--- src/rtl/haar_idwt_serializer_pkg.sv ---
// Shared constants and state encoding for the inverse Haar serializer.
package haar_idwt_serializer_pkg;

    localparam int unsigned COEF_W    = 16;
    localparam int unsigned HAAR_K    = 181;
    localparam int unsigned HAAR_FRAC = 8;

    typedef enum logic [1:0] {
        IDLE    = 2'd0,
        COMPUTE = 2'd1,
        EMIT0   = 2'd2,
        EMIT1   = 2'd3
    } state_t;

endpackage

--- src/rtl/brent_kung_adder_32bit.sv ---
// 32-bit Brent-Kung prefix adder, carry-in 0, result modulo 2^32.
module brent_kung_adder_32bit (
    input  logic [31:0] i_a,
    input  logic [31:0] i_b,
    output logic [31:0] o_sum
);

    always_comb begin
        logic [31:0] g;
        logic [31:0] pg;
        logic [4:0]  ii;
        logic [4:0]  jj;
        g  = i_a & i_b;
        pg = i_a ^ i_b;
        ii = '0;
        jj = '0;
        // Up-sweep: targets of one level never feed another target of the same level,
        // so the group terms can be updated in place.
        for (int l = 0; l < 5; l++) begin
            for (int i = 0; i < 32; i++) begin
                if (((i + 1) % (2 << l)) == 0) begin
                    ii     = 5'(i);
                    jj     = 5'(i - (1 << l));
                    g[ii]  = g[ii] | (pg[ii] & g[jj]);
                    pg[ii] = pg[ii] & pg[jj];
                end
            end
        end
        for (int l = 3; l >= 0; l--) begin
            for (int i = 0; i < 32; i++) begin
                if ((((i + 1) % (2 << l)) == (1 << l)) && ((i + 1) > (2 << l))) begin
                    ii    = 5'(i);
                    jj    = 5'(i - (1 << l));
                    g[ii] = g[ii] | (pg[ii] & g[jj]);
                end
            end
        end
        o_sum = (i_a ^ i_b) ^ {g[30:0], 1'b0};
    end

endmodule

--- src/rtl/haar_idwt_pair_core.sv ---
// Combinational inverse Haar butterfly: x0 = K*(cA+cD), x1 = K*(cA-cD), fixed-point truncated.
module haar_idwt_pair_core
    import haar_idwt_serializer_pkg::*;
(
    input  logic [COEF_W-1:0] i_ca,
    input  logic [COEF_W-1:0] i_cd,
    output logic [COEF_W-1:0] o_x0,
    output logic [COEF_W-1:0] o_x1
);

    logic [31:0] w_ca;
    logic [31:0] w_cd;
    logic [31:0] w_cd_neg;
    logic [31:0] w_s;
    logic [31:0] w_d;
    logic [31:0] w_m0;
    logic [31:0] w_m1;
    logic        w_unused;

    assign w_ca = {{(32 - COEF_W){1'b0}}, i_ca};
    assign w_cd = {{(32 - COEF_W){1'b0}}, i_cd};

    brent_kung_adder_32bit u_neg (.i_a(~w_cd), .i_b(32'd1), .o_sum(w_cd_neg));
    brent_kung_adder_32bit u_sum (.i_a(w_ca), .i_b(w_cd), .o_sum(w_s));
    brent_kung_adder_32bit u_dif (.i_a(w_ca), .i_b(w_cd_neg), .o_sum(w_d));

    mult_by_181 u_m0 (.i_a(w_s), .o_p(w_m0));
    mult_by_181 u_m1 (.i_a(w_d), .o_p(w_m1));

    assign o_x0 = w_m0[HAAR_FRAC +: COEF_W];
    assign o_x1 = w_m1[HAAR_FRAC +: COEF_W];

    assign w_unused = ^{w_m0[31:HAAR_FRAC+COEF_W], w_m0[HAAR_FRAC-1:0],
                        w_m1[31:HAAR_FRAC+COEF_W], w_m1[HAAR_FRAC-1:0]};

endmodule

--- src/rtl/mult_by_181.sv ---
// Constant multiply by 181 (128+32+16+4+1), modulo 2^32.
module mult_by_181 (
    input  logic [31:0] i_a,
    output logic [31:0] o_p
);

    assign o_p = (i_a << 7) + (i_a << 5) + (i_a << 4) + (i_a << 2) + i_a;

endmodule

--- src/rtl/haar_idwt_serializer.sv ---
// Inverse Haar stage: captures a coefficient frame, reconstructs one sample pair at a time
// and streams the N samples out with valid/ready backpressure.
module haar_idwt_serializer
    import haar_idwt_serializer_pkg::*;
#(
    parameter int unsigned N = 8
) (
    input  logic                       clk,
    input  logic                       rst,
    input  logic                       coef_valid,
    output logic                       coef_ready,
    input  logic [COEF_W*(N/2)-1:0]    cA_in,
    input  logic [COEF_W*(N/2)-1:0]    cD_in,
    output logic                       out_valid,
    input  logic                       out_ready,
    output logic [COEF_W-1:0]          out_data,
    output logic                       out_last,
    output logic                       busy
);

    localparam int unsigned NPairs = N / 2;
    localparam int unsigned KW     = (NPairs > 1) ? $clog2(NPairs) : 1;
    localparam logic [KW-1:0] KLast = KW'(NPairs - 1);

    state_t                     r_state, w_state_nxt;
    logic [KW-1:0]              r_k, w_k_nxt;
    logic [COEF_W*NPairs-1:0]   r_ca, w_ca_nxt;
    logic [COEF_W*NPairs-1:0]   r_cd, w_cd_nxt;
    logic [COEF_W-1:0]          r_x1, w_x1_nxt;
    logic                       r_out_valid, w_out_valid_nxt;
    logic [COEF_W-1:0]          r_out_data, w_out_data_nxt;
    logic                       r_out_last, w_out_last_nxt;
    logic [COEF_W-1:0]          w_ca_k;
    logic [COEF_W-1:0]          w_cd_k;
    logic [COEF_W-1:0]          w_x0;
    logic [COEF_W-1:0]          w_x1;

    assign w_ca_k = r_ca[r_k * COEF_W +: COEF_W];
    assign w_cd_k = r_cd[r_k * COEF_W +: COEF_W];

    haar_idwt_pair_core u_core (
        .i_ca (w_ca_k),
        .i_cd (w_cd_k),
        .o_x0 (w_x0),
        .o_x1 (w_x1)
    );

    // out_data doubles as the x0 result register; x1 waits in r_x1 for EMIT1.
    always_comb begin
        w_state_nxt     = r_state;
        w_k_nxt         = r_k;
        w_ca_nxt        = r_ca;
        w_cd_nxt        = r_cd;
        w_x1_nxt        = r_x1;
        w_out_valid_nxt = r_out_valid;
        w_out_data_nxt  = r_out_data;
        w_out_last_nxt  = r_out_last;
        unique case (r_state)
            IDLE: begin
                if (coef_valid) begin
                    w_ca_nxt    = cA_in;
                    w_cd_nxt    = cD_in;
                    w_k_nxt     = '0;
                    w_state_nxt = COMPUTE;
                end
            end
            COMPUTE: begin
                w_x1_nxt        = w_x1;
                w_out_data_nxt  = w_x0;
                w_out_valid_nxt = 1'b1;
                w_out_last_nxt  = 1'b0;
                w_state_nxt     = EMIT0;
            end
            EMIT0: begin
                if (out_ready) begin
                    w_out_data_nxt = r_x1;
                    w_out_last_nxt = (r_k == KLast);
                    w_state_nxt    = EMIT1;
                end
            end
            EMIT1: begin
                if (out_ready) begin
                    w_out_valid_nxt = 1'b0;
                    w_out_last_nxt  = 1'b0;
                    if (r_k == KLast) begin
                        w_state_nxt = IDLE;
                    end else begin
                        w_k_nxt     = r_k + KW'(1);
                        w_state_nxt = COMPUTE;
                    end
                end
            end
            default: w_state_nxt = IDLE;
        endcase
    end

    always_ff @(posedge clk or posedge rst) begin
        if (rst) begin
            r_state     <= IDLE;
            r_k         <= '0;
            r_ca        <= '0;
            r_cd        <= '0;
            r_x1        <= '0;
            r_out_valid <= 1'b0;
            r_out_data  <= '0;
            r_out_last  <= 1'b0;
        end else begin
            r_state     <= w_state_nxt;
            r_k         <= w_k_nxt;
            r_ca        <= w_ca_nxt;
            r_cd        <= w_cd_nxt;
            r_x1        <= w_x1_nxt;
            r_out_valid <= w_out_valid_nxt;
            r_out_data  <= w_out_data_nxt;
            r_out_last  <= w_out_last_nxt;
        end
    end

    assign coef_ready = (r_state == IDLE);
    assign busy       = (r_state != IDLE);
    assign out_valid  = r_out_valid;
    assign out_data   = r_out_data;
    assign out_last   = r_out_last;

endmodule

--- config.mk ---
export PLATFORM = sky130hd
export DESIGN_NAME = haar_idwt_serializer
export DESIGN_NICKNAME = d
export VERILOG_FILES = /design/src/rtl/haar_idwt_serializer_pkg.sv /design/src/rtl/brent_kung_adder_32bit.sv /design/src/rtl/haar_idwt_pair_core.sv /design/src/rtl/mult_by_181.sv /design/src/rtl/haar_idwt_serializer.sv
export SDC_FILE = /design/constraint.sdc
export NUM_CORES = 1
export LEC_CHECK = 0
export ABC_AREA = 1
export BUFFER_PORTS_ARGS = -buffer_cell sky130_fd_sc_hd__clkbuf_2
export CAP_MARGIN = 20
export CORE_MARGIN = 4
export CORE_UTILIZATION = 55
export CTS_CLUSTER_SIZE = 24
export DETAILED_ROUTE_END_ITERATION = 7
export PLACE_DENSITY = 0.81
export SLEW_MARGIN = 0
export SYNTH_ARGS = -nofsm -noshare
export SYNTH_HDL_FRONTEND = slang
export SYNTH_SLANG_ARGS = --single-unit
export TNS_END_PERCENT = 20
--- constraint.sdc ---
create_clock -name clk -period 6.83 [get_ports clk]
set_clock_uncertainty 0.1 [all_clocks]
set_input_delay 2.049 -clock clk [delete_from_list [all_inputs] [get_ports clk]]
set_output_delay 2.049 -clock clk [all_outputs]
set_load 0.01 [all_outputs]
==> flow_summary.toml, run 1 <==
[finish]
syn_to_final_growth_pct = 15.5
fin_nets = 2063
drive_gt1_frac = 0.229
fillCellCount = 1937
antenna_cells = 0
final_cells = 2060

[critical_path]
end_kind = "flop"
crit_required_ns = 7.03
slowest_stage = "fa_1"
start_kind = "flop"
reg2reg_depth = 32
critPathArrivalTime_ns = 6.77
crit_buf_inv = 6
path_class = "reg2reg"
critPathTopFamily = "adder cells"
worst-path-stages = 32
crit_fanout = 8
crit_top_cell = "inv_1"
slowest_delay_ns = 0.59

[floorplan]
design.die.area_um2 = 27300
core_um2 = 24300
start_util = 0.560
die_w_um = 165
num_rows = 57
fp.dieH_um = 165
io_pins = 152

[clock_network]
clock_sinks = 166
cts_inserted_buffers = 17
worstSkewPairLatency_ns = 0.45
cts-root-buf = "clkbuf_16"
cts_max_level = 4
ctsHoldBuffers = 0
ctsLongestPathBuffers = 2
clk_pin_slew_worst_paths_ns = 0.07
cts_tree = "built"

[flow_run]
drv_cap = 0

[global_route]
grt_max_degree = 77
grt_pass1_wl_mm = 57.4
antenna_found_initial = 0
gr-usage-all-layers = 0.266
overflow = 0
grt_pass1_vias = 11600

[logic_synthesis]
ys_seq_elements = 166
syn_area_per_cell_um2 = 8.75
netlist_instances = 1556
synth_fp_nets = 1896
synth_cell_types = 43
ys_warn_count = 0
synth_top_area_share = 0.305
syn_area_um2 = 13600
synth_largest_area_cell = "dfrtp_1"
synth_area_leaders = "dfrtp_1, fa_1, ha_1"
seq_area_frac_synth = 0.305

[route]
wl_per_cell_um = 17.0
drt_first_pass_iters = 6
viasPerCell = 5.43
postRouteAntennaNets = 0
drc = 0
dr_total_vias = 11200
drt-initial-drc-count = 660
wirelength_mm = 34.9

[timing]
post-route-min-period_ns = 6.57
hold_viol_final = 0
drv_slew = 0
fin_crit_sh = 0.961
grt_setup_unrepaired = "yes"
tightest_slew_ns = 0.854
worst_slack_ns = 0.265
max_freq_ghz = 0.152
slew_headroom = 0.427
setup_viol = 0

[placement]
dp_hpwl_mm = 26.9
pre_cts_slack_ns = -0.0208
dp.cells = 2019
gp_congestion = 0.954
io_buffers = 151

[worst_hold_path]
hold_class = "reg2reg"
whs_path_depth = 2

[status]
status = "completed"
-- layout by cell type, fill, tap and decap left out, types with 4 or more instances in the layout --
cell type and count:
clkbuf_16 17, mux2_2 117, o21ai_1 10, nand3_1 73
nand3_2 4, ha_4 4, dfrtp_1 165, nor3_1 4
clkbuf_2 151, fa_2 4, or2_2 4, o21a_1 4
nand2_2 6, a31oi_1 4, nand4_1 11, buf_4 35
clkinv_8 8, o22ai_1 8, o21ai_0 49, inv_1 242
a32oi_1 9, inv_2 10, o21bai_1 6, ha_1 108
a21oi_1 75, a21o_1 8, xor2_1 20, nor2_1 113
xnor2_1 15, fa_1 92, nand2_1 311
-- area by class of cell --
type	count	area (um2)	share of cell area
Clock buffer	17	425	0.0271
Clock inverter	15	216	0.0138
Inverter	255	967	0.0615
Multi-Input combinational cell	1093	8480	0.539
Sequential cell	166	4160	0.264
Tap cell	324	405	0.0258
Timing Repair Buffer	190	1070	0.0682
-- cell usage after synthesis (all sizes together) --
cell	n
clkbuf	17
a31oi	4
a21boi	1
a211oi	2
inv	255
nand4	11
ha	112
a21o	8
xnor2	16
or2	6
nor3	5
dfrtp	166
nand2	319
o21a	4
o22ai	8
o2bb2ai	1
a21oi	77
a221oi	1
o21ai	60
nand3	77
nor2	118
a32oi	11
nand3b	4
xor2	21
o21bai	6
a31o	3
fa	96
buf	25
a32o	3
mux2	117
nor4	1
nor2b	1
-- per-stage QoR --
stage / cell area, um2 / hold WS [ns] / util / setup TNS [ns]
after detailed placement: 14800 / 0.367 / 0.609 / -0.0208
after floorplan: 13600 / 0.344 / - / 0
final: 15700 / 0.387 / 0.646 / 0
after global routing: 15700 / 0.413 / 0.646 / -0.351
after CTS: 15500 / 0.387 / 0.636 / 0
after global placement: 14800 / 0.363 / 0.609 / 0
-- worst paths after layout --
check                                         start                       end  slack (ns)
max                              r_k[0]$_DFFE_PP0P_      r_x1[15]$_DFFE_PP0P_        0.26
min                        out_data[13]$_DFFE_PP0P_  out_data[13]$_DFFE_PP0P_        0.39
max reg2reg                      r_k[0]$_DFFE_PP0P_      r_x1[15]$_DFFE_PP0P_        0.26
min reg2reg                out_data[13]$_DFFE_PP0P_  out_data[13]$_DFFE_PP0P_        0.39
max in group asynchronous                       rst        r_k[0]$_DFFE_PP0P_        3.81
min in group asynchronous                       rst      r_cd[35]$_DFFE_PP0P_        1.64
-- repair_timing --
item / CTS / global route
pin swaps: 0 / 18
buffers inserted: 0 / 9
resized for setup: 1 / 42
endpoints found under the setup margin: 1 / 14
-- cell families (layout without fill, tap and decap cells) --
| group | count (synthesis) | in the layout | share of synthesized area |
|---|---|---|---|
| and+or+nand+nor | 542 | 542 | 0.165 |
| buffers and inverters | 297 | 477 | 0.0854 |
| adders and majority gates | 208 | 208 | 0.244 |
| AOI/OAI and AO/OA | 189 | 189 | 0.0800 |
| DFF | 166 | 166 | 0.305 |
| muxes | 117 | 117 | 0.0968 |
| xor gates and xnor gates | 37 | 37 | 0.0238 |
-- per-layer routing --
layer,part of all wire,routed length (um),up-vias,track usage
met2,0.49,17100,400,0.459
met1,0.41,14300,5383,0.339
met4,0.033,1170,0,0.0885
met3,0.068,2370,76,0.0501
li1,-,-,5328,-
met5,0,0,-,0
-- tightest hold or removal path, cell delays in order (launching register included) --
cell and delay, ns:
dfrtp_1 0.35, nand2_1 0.06, nand2_1 0.05
-- state kept, by name, indices dropped and copies added (netlist names) --
signal and flops:
out_last 1, r_k 2, r_ca 64, r_x1 16, out_valid 1, out_data 16
r_cd 64, r_state 2
Power of run 1 is not shown: default switching activity piles up to over one toggle a cycle in this logic, so the estimate is an artifact.
==> inputs of run 2 (changes only) <==
--- a/config.mk
+++ b/config.mk
@@ -8,11 +8,10 @@
 export ABC_AREA = 1
 export BUFFER_PORTS_ARGS = -buffer_cell sky130_fd_sc_hd__clkbuf_2
 export CAP_MARGIN = 20
-export CORE_MARGIN = 4
-export CORE_UTILIZATION = 55
+export CORE_UTILIZATION = 40
 export CTS_CLUSTER_SIZE = 24
 export DETAILED_ROUTE_END_ITERATION = 7
-export PLACE_DENSITY = 0.81
+export PLACE_DENSITY = 0.59
 export SLEW_MARGIN = 0
 export SYNTH_ARGS = -nofsm -noshare
 export SYNTH_HDL_FRONTEND = slang
==> flow_summary.toml, run 2 (synthesis results as in run 1) <==
[timing]
fin_crit_sh = 0.946
setup_viol = 0
post-route-min-period_ns = 6.46
finalHoldWorstSlack_ns = 0.377
drv_slew = 0
slew_headroom = 0.342
max_freq_ghz = 0.155
tightest_slew_ns = 0.986
hold_viol_final = 0

[floorplan]
num_rows = 67
io_pins = 152
fp.dieH_um = 186
core_um2 = 33500
die_w_um = 186
start_util = 0.406
design.die.area_um2 = 34800

[global_route]
gr-usage-all-layers = 0.206
grt_pass1_wl_mm = 57.1
grt_pass1_vias = 11100
grt_max_degree = 97
overflow = 0
antenna_found_initial = 0

[finish]
fillCellCount = 3320
multi_input_area_um2 = 8470
ff_latch_area_um2 = 4160
fin_nets = 2070
final_cell_mix = "nand2_1, inv_1, dfrtp_1"
syn_to_final_growth_pct = 16.5
antenna_cells = 0
drive_gt1_frac = 0.236
layout.cells.most_common = "nand2_1"
top_regs = "r_ca: 64 flops, r_cd: 64 flops"

[flow_run]
drv_cap = 0

[critical_path]
path_class = "reg2reg"
slowest_stage = "fa_1"
slowest_delay_ns = 0.52
start_kind = "flop"
end_kind = "flop"
crit_required_ns = 7.06
crit_fanout = 6
critPathArrivalTime_ns = 6.69
reg2reg_depth = 33
crit_top_cell = "nand2_1"

[clock_network]
cts_tree = "built"
ctsLongestPathBuffers = 2
clock_sinks = 166
cts-root-buf = "clkbuf_16"
clk_pin_slew_worst_paths_ns = 0.07
cts_inserted_buffers = 17
worstSkewPairLatency_ns = 0.44
cts_max_level = 4

[placement]
dp_hpwl_mm = 27.8
io_buffers = 151
gp_congestion = 0.863

[route]
wirelength_mm = 34.6
drt_first_pass_iters = 5
viasPerCell = 4.91
drc = 0
drt-initial-drc-count = 498
wl_per_cell_um = 15.8
dr_total_vias = 10800
postRouteAntennaNets = 0

[status]
status = "completed"

[worst_hold_path]
whs_path_depth = 2
hold_class = "reg2reg"
## run 2: cell types whose count changed in the layout (fill, tap and decap cells not counted), moves of 3 or more
cell,before,now
a21oi_1,75,72
a21oi_2,1,4
buf_4,35,42
clkinv_2,0,3
clkinv_8,8,1
ha_2,0,3
inv_12,3,0
## run 2: cell type report
| type | count | share of cell area |
|---|---|---|
| timing repair buffer | 197 | 0.0706 |
| clock buffer | 18 | 0.0277 |
| tap | 448 | 0.0354 |
| sequential | 166 | 0.262 |
| multi-input combinational | 1093 | 0.534 |
| inverter | 255 | 0.0607 |
| clock inverter | 14 | 0.00908 |
## run 2: final timing paths
path,from,to,slack [ns]
hold / removal,out_data[12]$_DFFE_PP0P_,out_data[12]$_DFFE_PP0P_,0.38
hold reg to reg,out_data[12]$_DFFE_PP0P_,out_data[12]$_DFFE_PP0P_,0.38
setup reg to reg,r_k[0]$_DFFE_PP0P_,r_x1[13]$_DFFE_PP0P_,0.37
max in group asynchronous,rst,r_x1[2]$_DFFE_PP0P_,3.82
min in group asynchronous,rst,r_cd[21]$_DFFE_PP0P_,1.67
setup / recovery,r_k[0]$_DFFE_PP0P_,r_x1[13]$_DFFE_PP0P_,0.37
## run 2: critical path: cells and delay by family, from the launching register on
kind	cells	cell delay (ns)
buffers and inverters	6	0.44
xor gates and xnor gates	1	0.16
and+or+nand+nor	15	1.60
AOI/OAI and AO/OA	3	0.65
DFF	1	0.41
adders and majority gates	8	2.98
## run 2: repair_timing
| action | 4_1_cts | 5_1_grt |
|---|---|---|
| hold buffers | 0 | 0 |
| resized for setup | 0 | 43 |
| buffers inserted | 0 | 5 |
| endpoints found under the setup margin | 0 | 10 |
## run 2: per-stage QoR
step	instances	TNS [ns]	instance area, um2	util	worst slack (ns)
after floorplan	1556	0	13600	-	0.0243
after global placement	2154	0	15000	0.449	0.130
after detailed placement	2154	0	15000	0.449	0.0268
after CTS	2186	0	15600	0.466	0.00126
after global routing	2191	-0.0129	15900	0.473	-0.0128
final	2191	0	15900	0.473	0.370
## run 2: per-layer routing
metal,track usage,routed length [um],up-vias
met4,0.0681,937,0
met5,0,0,-
met2,0.332,15800,238
met3,0.0331,1250,37
li1,-,-,5348
met1,0.283,16700,5140
Power of run 2 is left out for the same reason.
==> inputs of run 3 (changes only) <==
--- a/config.mk
+++ b/config.mk
@@ -5,13 +5,12 @@
 export SDC_FILE = /design/constraint.sdc
 export NUM_CORES = 1
 export LEC_CHECK = 0
-export ABC_AREA = 1
 export BUFFER_PORTS_ARGS = -buffer_cell sky130_fd_sc_hd__clkbuf_2
 export CAP_MARGIN = 20
 export CORE_UTILIZATION = 40
 export CTS_CLUSTER_SIZE = 24
 export DETAILED_ROUTE_END_ITERATION = 7
-export PLACE_DENSITY = 0.59
+export PLACE_DENSITY = 0.6
 export SLEW_MARGIN = 0
 export SYNTH_ARGS = -nofsm -noshare
 export SYNTH_HDL_FRONTEND = slang
==> flow_summary.toml, run 3 <==
[global_route]
grt_max_degree = 78
gr-usage-all-layers = 0.180
grt_pass1_wl_mm = 45.9
overflow = 0
antenna_found_initial = 0
grt_pass1_vias = 9153

[clock_network]
clock_sinks = 166
cts-root-buf = "clkbuf_16"
cts_max_level = 4
cts_inserted_buffers = 17
worstSkewPairLatency_ns = 0.45
ctsHoldBuffers = 0
cts_tree = "built"
clk_pin_slew_worst_paths_ns = 0.07
ctsLongestPathBuffers = 2

[finish]
antenna_cells = 0
fin_nets = 1688
drive_gt1_frac = 0.413
final_cell_mix = "dfrtp_1, clkbuf_2, inv_1"
top_regs = "r_ca: 64 flops, r_cd: 64 flops"
fin_area_um2 = 15800
layout.cells.most_common = "dfrtp_1"
final_cells = 1756
fillCellCount = 2724
ff_latch_area_um2 = 4160
syn_to_final_growth_pct = 24.9
multi_input_area_um2 = 8070

[route]
drc = 3
drt_first_pass_iters = 6
wirelength_mm = 27.7
dr_total_vias = 8675
wl_per_cell_um = 15.8
drt-initial-drc-count = 331
viasPerCell = 4.94
postRouteAntennaNets = 0

[placement]
place_area_um2 = 14900
dp_hpwl_mm = 22.6
io_buffers = 151
gp_congestion = 0.852
dp.cells = 1718

[logic_synthesis]
synth-edff-count = 0
synth_area_leaders = "dfrtp_1, fa_1, mux2_2"
synth_fp_nets = 1410
synth_top_area_share = 0.329
synthFlopType = "dfrtp_1"
synth_cell_types = 53
synthTopCellsByCount = "dfrtp_1, inv_1, mux2_2"
synth_most_common_cell = "dfrtp_1"
ys_warn_count = 0
ys_seq_elements = 166
syn_area_um2 = 12600
synth_largest_area_cell = "dfrtp_1"
seq_area_frac_synth = 0.329
async_flop_share = 1.00
netlist_instances = 1070
syn_area_per_cell_um2 = 11.8

[floorplan]
core_um2 = 30800
die_w_um = 180
fp.dieH_um = 180
start_util = 0.409
io_pins = 152
design.die.area_um2 = 32300
num_rows = 64

[timing]
tns_ns = -1.04
drv_slew = 0
worst_slack_ns = -0.254
setup_viol = 9
hold_viol_final = 0
tightest_slew_ns = 0.888
post-route-min-period_ns = 7.08
max_freq_ghz = 0.141
grt_setup_unrepaired = "yes"
fin_crit_sh = 1.04
slew_headroom = 0.408

[critical_path]
crit_fanout = 5
critPathTopFamily = "adder cells"
slowest_delay_ns = 0.55
critPathArrivalTime_ns = 7.31
crit_required_ns = 7.06
start_kind = "flop"
path_class = "reg2reg"
end_kind = "flop"
slowest_stage = "fa_2"
crit_buf_inv = 4

[status]
status = "finished with violations"
violations = "design-rule violations, negative setup slack"

[worst_hold_path]
hold_class = "reg2reg"

[flow_run]
drv_cap = 0
run 3: cell count changes after synthesis, moves of 15 or more:
cell	previous run	this run
nor2_1	115	31
xnor2_1	16	31
mux4_2	0	30
inv_1	243	161
a21oi_1	77	57
mux2_2	117	143
nand2_1	315	30
o21ai_0	51	25
buf_2	17	0
nand3_1	75	13
run 3: logic make-up after synthesis:
logic type / after synthesis / synth area share
AO/OA/AOI/OAI: 153 / 0.0753
multiplexers: 178 / 0.188
flip-flops: 166 / 0.329
buffers and inverters: 192 / 0.0577
adder cells (fa/ha/maj): 208 / 0.263
AND/OR/NAND/NOR: 114 / 0.0455
XOR/XNOR: 59 / 0.0410
run 3: metrics by stage:
| step | setup slack (ns) | util | hold slack [ns] |
|---|---|---|---|
| after global placement | -0.293 | 0.485 | 0.372 |
| after CTS | -0.320 | 0.506 | 0.401 |
| after global routing | -0.555 | 0.511 | 0.416 |
| final | -0.254 | 0.511 | 0.389 |
| after detailed placement | -0.353 | 0.485 | 0.385 |
| after floorplan | -0.515 | - | 0.370 |
run 3: final cells by class:
cell class,instances,area share
repair buffers,289,0.114
clock buffers,18,0.0279
well taps,396,0.0315
clock inverters,13,0.0118
inverters,162,0.0389
flip-flops and latches,166,0.264
multi-input cells,712,0.512
run 3: worst paths after layout:
kind                                       from                      end  slack, ns  cells after the start
setup / recovery             r_k[0]$_DFFE_PP0P_     r_x1[14]$_DFFE_PP0P_      -0.25                     30
hold / removal             out_last$_DFFE_PP0P_     out_last$_DFFE_PP0P_       0.39                      2
setup reg to reg             r_k[0]$_DFFE_PP0P_     r_x1[14]$_DFFE_PP0P_      -0.25                     30
hold reg to reg            out_last$_DFFE_PP0P_     out_last$_DFFE_PP0P_       0.39                      2
max in group asynchronous                   rst  out_data[6]$_DFFE_PP0P_       3.95                      3
min in group asynchronous                   rst     r_cd[29]$_DFFE_PP0P_       1.57                      2
run 3: per-layer routing:
metal / up-vias / part of all wire / GRT usage
met2: 148 / 0.46 / 0.284
met3: 18 / 0.046 / 0.0446
met1: 4290 / 0.48 / 0.247
met4: 0 / 0.014 / 0.0493
li1: 4219 / - / -
met5: - / 0 / 0
run 3: repair_timing:
| item | 4_1_cts | 5_1_grt |
|---|---|---|
| resized for setup | 5 | 26 |
| endpoints found under the setup margin | 16 | 25 |
| setup buffers | 2 | 5 |
| pin swaps | 5 | 14 |
run 3: worst min-delay path, cell delays in order (launching register included):
cell     delay [ns]
dfrtp_1        0.34
nand2_1        0.04
o21ai_0        0.07
Power of run 3 is left out for the same reason.
